## src/rtl/phys_free_list_pkg.sv

```systemverilog
// Shared constants, pointer/preg types and checkpoint record for the physical-register free list.
`default_nettype none
package phys_free_list_pkg;
  localparam int PHYS_REGS = 64;
  localparam int ARCH_REGS = 32;
  localparam int COB_DEPTH = 4;
  localparam int PREG_W    = $clog2(PHYS_REGS);
  localparam int DEPTH     = PHYS_REGS - ARCH_REGS;
  localparam int IDX_W     = $clog2(DEPTH);
  localparam int PTR_W     = IDX_W + 1;
  localparam int TAG_W     = $clog2(COB_DEPTH);

  typedef logic [PREG_W-1:0] preg_t;
  typedef logic [PTR_W-1:0]  fl_ptr_t;
  typedef logic [TAG_W-1:0]  tag_t;
  typedef logic [PREG_W:0]   fl_cnt_t;

  typedef struct packed {
    logic    valid;
    fl_ptr_t head;
  } fl_ckpt_t;

  // Wrap-bit pointers make tail-head the occupancy directly, including the full case.
  function automatic fl_cnt_t fl_count(input fl_ptr_t tail, input fl_ptr_t head);
    fl_ptr_t diff;
    diff = tail - head;
    return fl_cnt_t'(diff);
  endfunction
endpackage
`default_nettype wire

```

## src/rtl/phys_free_list_if.sv

```systemverilog
// Rename/commit/branch-unit interface of the physical-register free list.
`default_nettype none
interface phys_free_list_if;
  import phys_free_list_pkg::*;

  logic    ren;
  preg_t   rdata;
  logic    empty;
  logic    wen;
  preg_t   wdata;
  logic    ckpt_we;
  tag_t    ckpt_tag;
  logic    br_broadcast;
  logic    br_kill;
  logic    br_clean;
  tag_t    br_tag;
  fl_cnt_t count;

  modport master (
    output ren, wen, wdata, ckpt_we, ckpt_tag, br_broadcast, br_kill, br_clean, br_tag,
    input  rdata, empty, count
  );
  modport slave (
    input  ren, wen, wdata, ckpt_we, ckpt_tag, br_broadcast, br_kill, br_clean, br_tag,
    output rdata, empty, count
  );
endinterface
`default_nettype wire

```

## src/rtl/phys_free_list_ckpt.sv

```systemverilog
// Branch checkpoint table: saved head pointers plus an age matrix so a kill also drops younger slots.
`default_nettype none
module free_list_ckpt
  import phys_free_list_pkg::*;
(
  input  wire logic    clk,
  input  wire logic    rst_n,
  input  wire logic    i_wr_en,
  input  wire tag_t    i_wr_tag,
  input  wire fl_ptr_t i_wr_head,
  input  wire logic    i_clean_en,
  input  wire logic    i_kill_en,
  input  wire tag_t    i_br_tag,
  output logic         o_restore_valid,
  output fl_ptr_t      o_restore_head
);
  fl_ckpt_t                r_slot    [COB_DEPTH];
  // r_younger[i][j] set means slot j was taken while slot i was live.
  logic [COB_DEPTH-1:0]    r_younger [COB_DEPTH];

  assign o_restore_valid = r_slot[i_br_tag].valid;
  assign o_restore_head  = r_slot[i_br_tag].head;

  always_ff @(posedge clk) begin
    if (!rst_n) begin
      for (int i = 0; i < COB_DEPTH; i++) begin
        r_slot[i]    <= '0;
        r_younger[i] <= '0;
      end
    end else if (i_kill_en && r_slot[i_br_tag].valid) begin
      for (int j = 0; j < COB_DEPTH; j++) begin
        if ((TAG_W'(j) == i_br_tag) || r_younger[i_br_tag][j]) begin
          r_slot[j].valid <= 1'b0;
        end
      end
    end else begin
      if (i_clean_en) begin
        r_slot[i_br_tag].valid <= 1'b0;
      end
      if (i_wr_en) begin
        r_slot[i_wr_tag]    <= '{valid: 1'b1, head: i_wr_head};
        r_younger[i_wr_tag] <= '0;
        for (int j = 0; j < COB_DEPTH; j++) begin
          if (TAG_W'(j) != i_wr_tag) begin
            r_younger[j][i_wr_tag] <= r_slot[j].valid;
          end
        end
      end
    end
  end

  always_ff @(posedge clk) begin
    if (rst_n) begin
      assert (!(i_kill_en && !r_slot[i_br_tag].valid))
        else $error("free_list_ckpt: kill of invalid checkpoint slot %0d", i_br_tag);
    end
  end
endmodule
`default_nettype wire

```

## src/rtl/phys_free_list.sv

```systemverilog
// Circular free list of physical registers with head checkpoint/restore for branch recovery.
// Optional FREE_LIST_BYPASS_EN forwards a freed preg straight to rename when the list is empty.
`default_nettype none
module phys_free_list
  import phys_free_list_pkg::*;
(
  input  wire logic        clk,
  input  wire logic        rst_n,
  phys_free_list_if.slave  fl
);
  preg_t   r_mem [DEPTH];
  fl_ptr_t r_head;
  fl_ptr_t r_tail;

  fl_cnt_t w_count;
  logic    w_empty_reg;
  logic    w_full;
  logic    w_kill;
  logic    w_clean;
  logic    w_bypass;
  logic    w_pop;
  logic    w_push;
  fl_ptr_t w_head_pop;
  logic    w_restore_valid;
  fl_ptr_t w_restore_head;

  assign w_count     = fl_count(r_tail, r_head);
  assign w_empty_reg = (w_count == '0);
  assign w_full      = (w_count == fl_cnt_t'(DEPTH));
  assign w_kill      = fl.br_broadcast & fl.br_kill;
  assign w_clean     = fl.br_broadcast & fl.br_clean & ~w_kill;

`ifdef FREE_LIST_BYPASS_EN
  assign w_bypass = w_empty_reg & fl.wen & fl.ren & ~w_kill;
`else
  assign w_bypass = 1'b0;
`endif

  // Rename is flushed on a kill, so its pop that cycle must not move head.
  assign w_pop      = fl.ren & ~w_kill & (~w_empty_reg | w_bypass);
  assign w_push     = fl.wen & ~w_full;
  assign w_head_pop = r_head + fl_ptr_t'(w_pop);

  assign fl.rdata = w_bypass ? fl.wdata : r_mem[r_head[IDX_W-1:0]];
  assign fl.empty = w_empty_reg & ~w_bypass;
  assign fl.count = w_count;

  free_list_ckpt u_ckpt (
    .clk             (clk),
    .rst_n           (rst_n),
    .i_wr_en         (fl.ckpt_we & ~w_kill),
    .i_wr_tag        (fl.ckpt_tag),
    .i_wr_head       (w_head_pop),
    .i_clean_en      (w_clean),
    .i_kill_en       (w_kill),
    .i_br_tag        (fl.br_tag),
    .o_restore_valid (w_restore_valid),
    .o_restore_head  (w_restore_head)
  );

  always_ff @(posedge clk) begin
    if (!rst_n) begin
      for (int i = 0; i < DEPTH; i++) begin
        r_mem[i] <= preg_t'(ARCH_REGS + i);
      end
      r_head <= '0;
      r_tail <= fl_ptr_t'(DEPTH);
    end else begin
      if (w_push) begin
        r_mem[r_tail[IDX_W-1:0]] <= fl.wdata;
        r_tail                   <= r_tail + 1'b1;
      end
      if (w_kill) begin
        if (w_restore_valid) begin
          r_head <= w_restore_head;
        end
      end else begin
        r_head <= w_head_pop;
      end
    end
  end

  always_ff @(posedge clk) begin
    if (rst_n) begin
      assert (!(fl.wen && w_full))
        else $error("phys_free_list: free of preg %0d while list full, dropped", fl.wdata);
    end
  end
endmodule
`default_nettype wire

```

## src/flat_wrapper.sv

```systemverilog
// flat-port wrapper written by rule: the top's interface ports become plain ports
module phys_free_list_flat import phys_free_list_pkg::*;
  (clk, rst_n, fl_ren, fl_wen, fl_wdata, fl_ckpt_we, fl_ckpt_tag, fl_br_broadcast, fl_br_kill, fl_br_clean, fl_br_tag, fl_rdata, fl_empty, fl_count);
  phys_free_list_if fl_i ();
  input  wire logic clk;
  input  wire logic rst_n;
  input wire logic [$bits(fl_i.ren)-1:0] fl_ren;
  input wire logic [$bits(fl_i.wen)-1:0] fl_wen;
  input wire logic [$bits(fl_i.wdata)-1:0] fl_wdata;
  input wire logic [$bits(fl_i.ckpt_we)-1:0] fl_ckpt_we;
  input wire logic [$bits(fl_i.ckpt_tag)-1:0] fl_ckpt_tag;
  input wire logic [$bits(fl_i.br_broadcast)-1:0] fl_br_broadcast;
  input wire logic [$bits(fl_i.br_kill)-1:0] fl_br_kill;
  input wire logic [$bits(fl_i.br_clean)-1:0] fl_br_clean;
  input wire logic [$bits(fl_i.br_tag)-1:0] fl_br_tag;
  output wire logic [$bits(fl_i.rdata)-1:0] fl_rdata;
  output wire logic [$bits(fl_i.empty)-1:0] fl_empty;
  output wire logic [$bits(fl_i.count)-1:0] fl_count;
  assign fl_i.ren = fl_ren;
  assign fl_i.wen = fl_wen;
  assign fl_i.wdata = fl_wdata;
  assign fl_i.ckpt_we = fl_ckpt_we;
  assign fl_i.ckpt_tag = fl_ckpt_tag;
  assign fl_i.br_broadcast = fl_br_broadcast;
  assign fl_i.br_kill = fl_br_kill;
  assign fl_i.br_clean = fl_br_clean;
  assign fl_i.br_tag = fl_br_tag;
  assign fl_rdata = fl_i.rdata;
  assign fl_empty = fl_i.empty;
  assign fl_count = fl_i.count;
  phys_free_list u_core (.clk(clk), .rst_n(rst_n), .fl(fl_i));
endmodule
```

## config.mk

```make
export PLATFORM = sky130hd
export DESIGN_NAME = phys_free_list_flat
export DESIGN_NICKNAME = d
export VERILOG_FILES = /design/src/rtl/phys_free_list_pkg.sv /design/src/rtl/phys_free_list_if.sv /design/src/rtl/phys_free_list_ckpt.sv /design/src/rtl/phys_free_list.sv /design/src/flat_wrapper.sv
export SDC_FILE = /design/constraint.sdc
export NUM_CORES = 1
export LEC_CHECK = 0
export BUFFER_PORTS_ARGS = -buffer_cell sky130_fd_sc_hd__buf_2
export CORE_MARGIN = 3
export CORE_UTILIZATION = 37
export CTS_BUF_LIST = sky130_fd_sc_hd__clkbuf_8
export CTS_CLUSTER_SIZE = 14
export DETAILED_ROUTE_END_ITERATION = 10
export SYNTH_ARGS = -nofsm -noshare
export SYNTH_HDL_FRONTEND = slang
export SYNTH_SLANG_ARGS = --single-unit
```

## constraint.sdc

```tcl
create_clock -name clk -period 8.3 [get_ports clk]
set_input_delay 1.66 -clock clk [delete_from_list [all_inputs] [get_ports clk]]
set_output_delay 1.66 -clock clk [all_outputs]
set_load 0.02 [all_outputs]
```

; ---- After elaboration in Yosys (flattened, before gate mapping)
; Memory sizes are Yosys's and may differ from the RTL's. A register that Yosys moved wholly into a read port is not among the register bits.
; Index checks and enable logic that the tools add are counted.
[classes]
n_addsub = 3
n_lt_le_gt_ge = 2
eq_ne = 8
n_mux = 83
bitwise = 30
n_reduce_logical = 12
[op_table]
columns = operator, count
row1 = 1-bit two-way mux, 66
row2 = 1-bit OR, 20
row3 = 6-bit two-way mux, 3
row4 = 4-bit two-way mux, 4
row5 = 5-bit two-way mux, 3
row6 = 7-bit two-way mux, 2
row7 = 7-bit OR reduction, 2
row8 = 2-bit two-way mux, 4
row9 = 1-bit bitwise AND, 7
row10 = 7-bit logical NOT, 1
row11 = 6-bit by 1-bit adder with 6-bit output, 1
row12 = 6-bit by 1-bit adder with 6-bit output (second input constant), 1
row13 = 6-bit equality test (second input constant), 1
row14 = 6-bit OR reduction, 1
row15 = 6-bit subtractor, 1
row16 = 2-bit equality test (first input constant), 2
row17 = 1-bit logical OR, 4
row18 = 2-bit inequality test (first input constant), 2
row19 = 2-bit by 3-bit less-than comparator with 1-bit output (second input constant), 1
row20 = 1-bit inverter, 3
row21 = 1-bit demux with 2-bit select, 1
row22 = 1-bit by 2-bit equality test with 1-bit output (first input constant), 1
row23 = 2-bit by 1-bit >= comparator with 1-bit output (second input constant), 1
row24 = 1-bit logical AND, 2
row25 = 4 further kinds, 4
[totals]
regBits = 12
mem_bits_rw = 236
memories = 3
[mem_list]
columns = memory, depth, word_bits, rd, rd_ports_with_merged_regs, wr, line
row1 = u_core.r_mem, 32, 6, 1, 1, 32, phys_free_list.sv:11  ; preg_t r_mem [DEPTH];
row2 = u_core.u_ckpt.r_slot, 4, 7, 5, 0, 4, phys_free_list_ckpt.sv:17  ; fl_ckpt_t r_slot [COB_DEPTH];
row3 = u_core.u_ckpt.r_younger, 4, 4, 1, 0, 5, phys_free_list_ckpt.sv:19  ; logic [COB_DEPTH-1:0] r_younger [COB_DEPTH];

; ---- Longest topological paths before layout
[depth]
ltp_word = 9
ltp_mapped = 15
depth_no_buf = 14

; ---- By module
; A second synthesis with hierarchy kept.
[unflattened]
hier_cells = 874
hier_area_um2 = 12137.9
[by_module_without_submodules]
columns = mod, instances, cells_each, area_per_inst_um2, seq_area_each_um2
row1 = phys_free_list, 1, 700, 10136.0, 6105.9
row2 = free_list_ckpt, 1, 174, 2001.9, 1041.0

; ---- Worst setup path after synthesis
; Ideal clock, no wire load.
[synth_path]
path_type = register to output
from = register u_core.r_tail[0]
to = output fl_empty
t_arrival_ns = 2.196
required_ns = 6.640
path_slack_ns = 4.444
stages_incl_launch_ff = 8
n_path_buf = 0
cell_sequence = dfxtp_1 -> inv_1 -> ha_1 -> fa_1 -> xnor2_1 -> nor3b_1 -> mux2i_1 -> nor3_1
[synth_between]
elab_chain_cells = 2
[synth_lines]
columns = item, line
row1 = "start, declared", phys_free_list.sv:13  ; fl_ptr_t r_tail;
row2 = "start signal, assigned", phys_free_list.sv:67  ; r_tail <= fl_ptr_t'(DEPTH);
row3 = "start signal, assigned", phys_free_list.sv:71  ; r_tail <= r_tail + 1'b1;
row4 = 6-bit subtractor, phys_free_list_pkg.sv:26  ; diff = tail - head;
row5 = named net fl_count[2], flat_wrapper.sv:18  ; output wire logic [$bits(fl_i.count)-1:0] fl_count;
row6 = 7-bit logical NOT, phys_free_list.sv:28  ; assign w_empty_reg = (w_count == '0);
row7 = "end, declared", flat_wrapper.sv:17  ; output wire logic [$bits(fl_i.empty)-1:0] fl_empty;
; The timed path passes the listed nets, and every way through them passes these cells.

==> out/results.md <==
## CTS
* root buffer cell: clkbuf_8
* Post-CTS Resized: 0
* Worst-path clk slew: 50 ps
* clock tree sinks: 249
* TritonCTS clock tree: yes
* clock insertion delay at the later pin of the skew report: 550 ps
* worst-case clock buffer depth: 3
* number of setup buffers added after CTS: 0
* number of buffers created by CTS: 43
* CTS hold repair buffers: 0
* number of levels in the clock H-tree: 2

## Timing
* Clock Skews: 31.4 ps
* Final Hold Violating Endpoints: 0
* post-layout min period: 4820 ps
* worst-margin pin slew: 1040 ps
* Setup-failing EPs final: 0
* setup repair after global routing missed its margin: false
* Max Clock Freq: 208 MHz
* Setup Total Neg Slack: 0 ps
* Max Slew Vio Count: 0
* headroom to the max-slew limit: 30.0%
* share of the clock period used by the worst path after layout: 58.0%

## Setup path
* sort of element at the start of the critical path: register
* Critical Path End Type: output port
* Most common cell on crit path: mux4_2
* Worst path top cell family by delay: multiplexers
* CP Data Arrival Time: 3160 ps
* start-to-end type of the worst setup path: reg2out
* worst flop-to-flop path startpoint: u_core.r_tail[0]$_SDFFE_PN0N_
* CP max stage cell: dfxtp_4
* Buf+Inv Stages, Crit Path: 1
* maximum fanout encountered on the critical timing path: 48
* worst path required time: 6640 ps
* Worst Reg2Reg Path Length in Cells: 10
* CP max stage delay: 990 ps
* worst reg2reg endpoint: u_core.r_mem[23][0]$_SDFFCE_PN1P_
* list of cells traversed by the critical path: mux4_2 -> mux4_2 -> mux2_2 -> buf_2
* setup slack on the worst flop-to-flop path: 4290 ps

## Run status
* result of the run: completed

## Synth
* post-synth top area share: 54.9%
* ranking of synthesized cells by area: edfxtp_1 (55%), mux4_2 (13%), nand2b_1 (7.1%), dfxtp_1 (5.6%), and2_1 (4.8%)
* count of cell types in the netlist: 45
* area of the mapped netlist: 11800 um2
* Synthesized Nets: 888
* Syn. warnings: 0
* dominant register cell in the synthesized netlist: edfxtp_1
* area share of and/or/nand/nor cells after synthesis: 18.3%
* synthesis-stage register bit count: 249
* arithmetic-cell share of the synthesized area counting full adders, half adders and majority gates: 1.33%
* number of instances in the synthesized netlist: 858
* syn_area_per_cell: 13.8 um2
* fraction of registers with async set/reset: 0%
* proportion of synthesized area in mux cells: 14.2%
* combinational family with the most area after synthesis: simple AND/OR/NAND/NOR gates
* XOR/XNOR share of the synthesized area: 0.593%
* count of flip-flops with a built-in enable after synthesis: 216
* sequential fraction of the synthesis area: 60.4%
* area fraction in compound gates after synthesis: 2.83%
* cell accounting for the most synthesized area: edfxtp_1

## Finish
* fin cells: 1304
* Nets: 911
* number of antenna diodes: 0
* post-route design area: 13100 um2
* fin util: 42.1%
* layout-stage area growth over the synthesis result: 10.6%
* area of combinational cells with multiple inputs: 4410 um2
* fraction of final layout cells sized beyond drive strength 1: 18.7%
* count of fill cells added during filler insertion: 2849
* area occupied by registers: 7150 um2

## Floorplan
* die span in x: 185 um
* Initial Utilization: 38.1%
* Die H: 185 um
* core area: 31100 um2
* number of I/O pins: 32
* Die Footprint: 34100 um2
* Rows: 64

## Placement
* GP Congestion: 0.805
* placed cell areas: 12300 um2
* Placed Instances: 1232
* half-perimeter wire length after placement: 18200 um
* PortBufs: 30

## Drt
* Detailed Route WL: 28100 um
* routed via count divided by cell count: 5.42
* Routed WL per cell: 21.6 um
* First-pass DRT Iterations: 5
* number of DRC markers after the initial detailed-route iteration: 674
* detailed-route via count: 7069
* Detail Route Antenna Nets: 0
* final routed DRC violation total: 0

## Job
* count of maximum capacitance violations: 0

## Worst hold path
* class of the most critical hold timing path: reg2reg
* end point of the worst hold path: u_core.u_ckpt.r_younger[1][0]$_SDFFE_PP0P_
* worst hold stages: 2
* Hold Startpoint: u_core.u_ckpt.r_younger[1][0]$_SDFFE_PP0P_

## Global routing
* wire length of the first global-routing pass: 43100 um
* GRT Residual Overflow: 0
* Tot GR Track Use: 16.8%
* initial antenna violation count: 3
* number of global-route vias before repair: 7117
* pin count of the biggest net entering global routing: 62

## Pwr
* leakage dissipation: 3.99 nW
* worst vdd ir: 0.127 mV
* cell area power density: 211 nW/um2

-- Yosys cell counts, drive strengths merged (10+ instances only) --
cell type	instances
a21oi	11
and2	90
buf	15
clkbuf	44
dfxtp	33
edfxtp	216
ha	11
mux4	67
nand2	43
nand2b	134
nand3	24
nor2	29
nor3	35
o21ai	21
or3	10
-- report_power, final --
part	leakage (nW)	internal (mW)	switching (mW)	total (mW)
logic	1.44	0.122	0.179	0.301
registers	2.11	1.39	0.0373	1.43
clock network	0.443	0.552	0.484	1.04
total	3.99	2.06	0.701	2.76
-- cells by family (layout without fill, tap and decap cells) --
logic type | Yosys count | in the layout
AND/OR/NAND/NOR | 384 | 384
flip-flops | 249 | 249
multiplexers | 83 | 83
buffers and inverters | 68 | 118
AO/OA/AOI/OAI | 53 | 53
adder cells (fa/ha/maj) | 12 | 12
XOR/XNOR | 8 | 8
other | 1 | 1
-- layer usage --
metal | vias up | part of all wire [%] | global-route usage (%) | wire, um
li1 | 3211 | - | - | -
met1 | 3556 | 44 | 23.7 | 12300
met2 | 239 | 47 | 26.3 | 13200
met3 | 57 | 6.6 | 3.39 | 1870
met4 | 6 | 2.4 | 5.31 | 664
met5 | - | 0.12 | 0 | 34
-- metrics by stage --
step	power, mW	hold slack [ps]	setup slack (ps)
after floorplan	1.65	433	4440
after global placement	1.76	451	3680
after detailed placement	1.76	457	3650
after CTS	2.80	462	3370
after global routing	2.88	493	3280
final	2.76	462	3480
-- cell type report --
| cell class | count | area share (%) |
|---|---|---|
| flip-flops and latches | 249 | 54.7 |
| multi-input cells | 541 | 33.8 |
| clock buffers | 44 | 4.63 |
| well taps | 396 | 3.79 |
| repair buffers | 37 | 1.55 |
| clock inverters | 28 | 1.29 |
| inverters | 9 | 0.258 |
-- worst min-delay path: stages, from the launching register on --
cell and delay (ps):
dfxtp_1 310, nand2_1 50, o21ai_0 60
-- placed cells by master (no fill, tap or decap), drive strengths merged, types with 2 or more instances in the layout --
master,instances
a211oi,2
a21boi,2
a21oi,11
a31oi,2
and2,90
and3,3
buf,37
bufinv,2
clkbuf,44
clkinv,11
dfxtp,33
edfxtp,216
ha,11
inv,24
mux2,7
mux2i,9
mux4,67
nand2,43
nand2b,134
nand3,24
nand3b,2
nand4,4
nor2,29
nor2b,2
nor3,35
o211a,2
o211ai,4
o21ai,21
o311ai,3
o31ai,2
or2,4
or3,10
or3b,2
xnor2,6
xor2,2
-- worst max-delay path by stage --
stage                             startpoint  slack (ps)  depth (start not counted)                                 to
5_1_grt                             register        3280                          4                        fl_rdata[2]
3_5_place_dp                           rst_n        3650                          5  u_core.r_mem[18][5]$_SDFFCE_PN1P_
4_1_cts                             register        3370                          4                        fl_rdata[3]
3_3_place_gp                           rst_n        3680                          5  u_core.r_mem[18][1]$_SDFFCE_PN1P_
2_1_floorplan  u_core.r_tail[0]$_SDFFE_PN0N_        4440                          7                           fl_empty
6_report                            register        3480                          4                        fl_rdata[3]
-- registers in the layout, summed over array words and instances, names as in the netlist, named ones only --
register,flops
u_core.r_tail,6
u_core.r_head,6
u_core.r_mem,192
u_core.u_ckpt.r_younger,12
u_core.u_ckpt.r_slot,28
(Power assumes the default switching activity.)
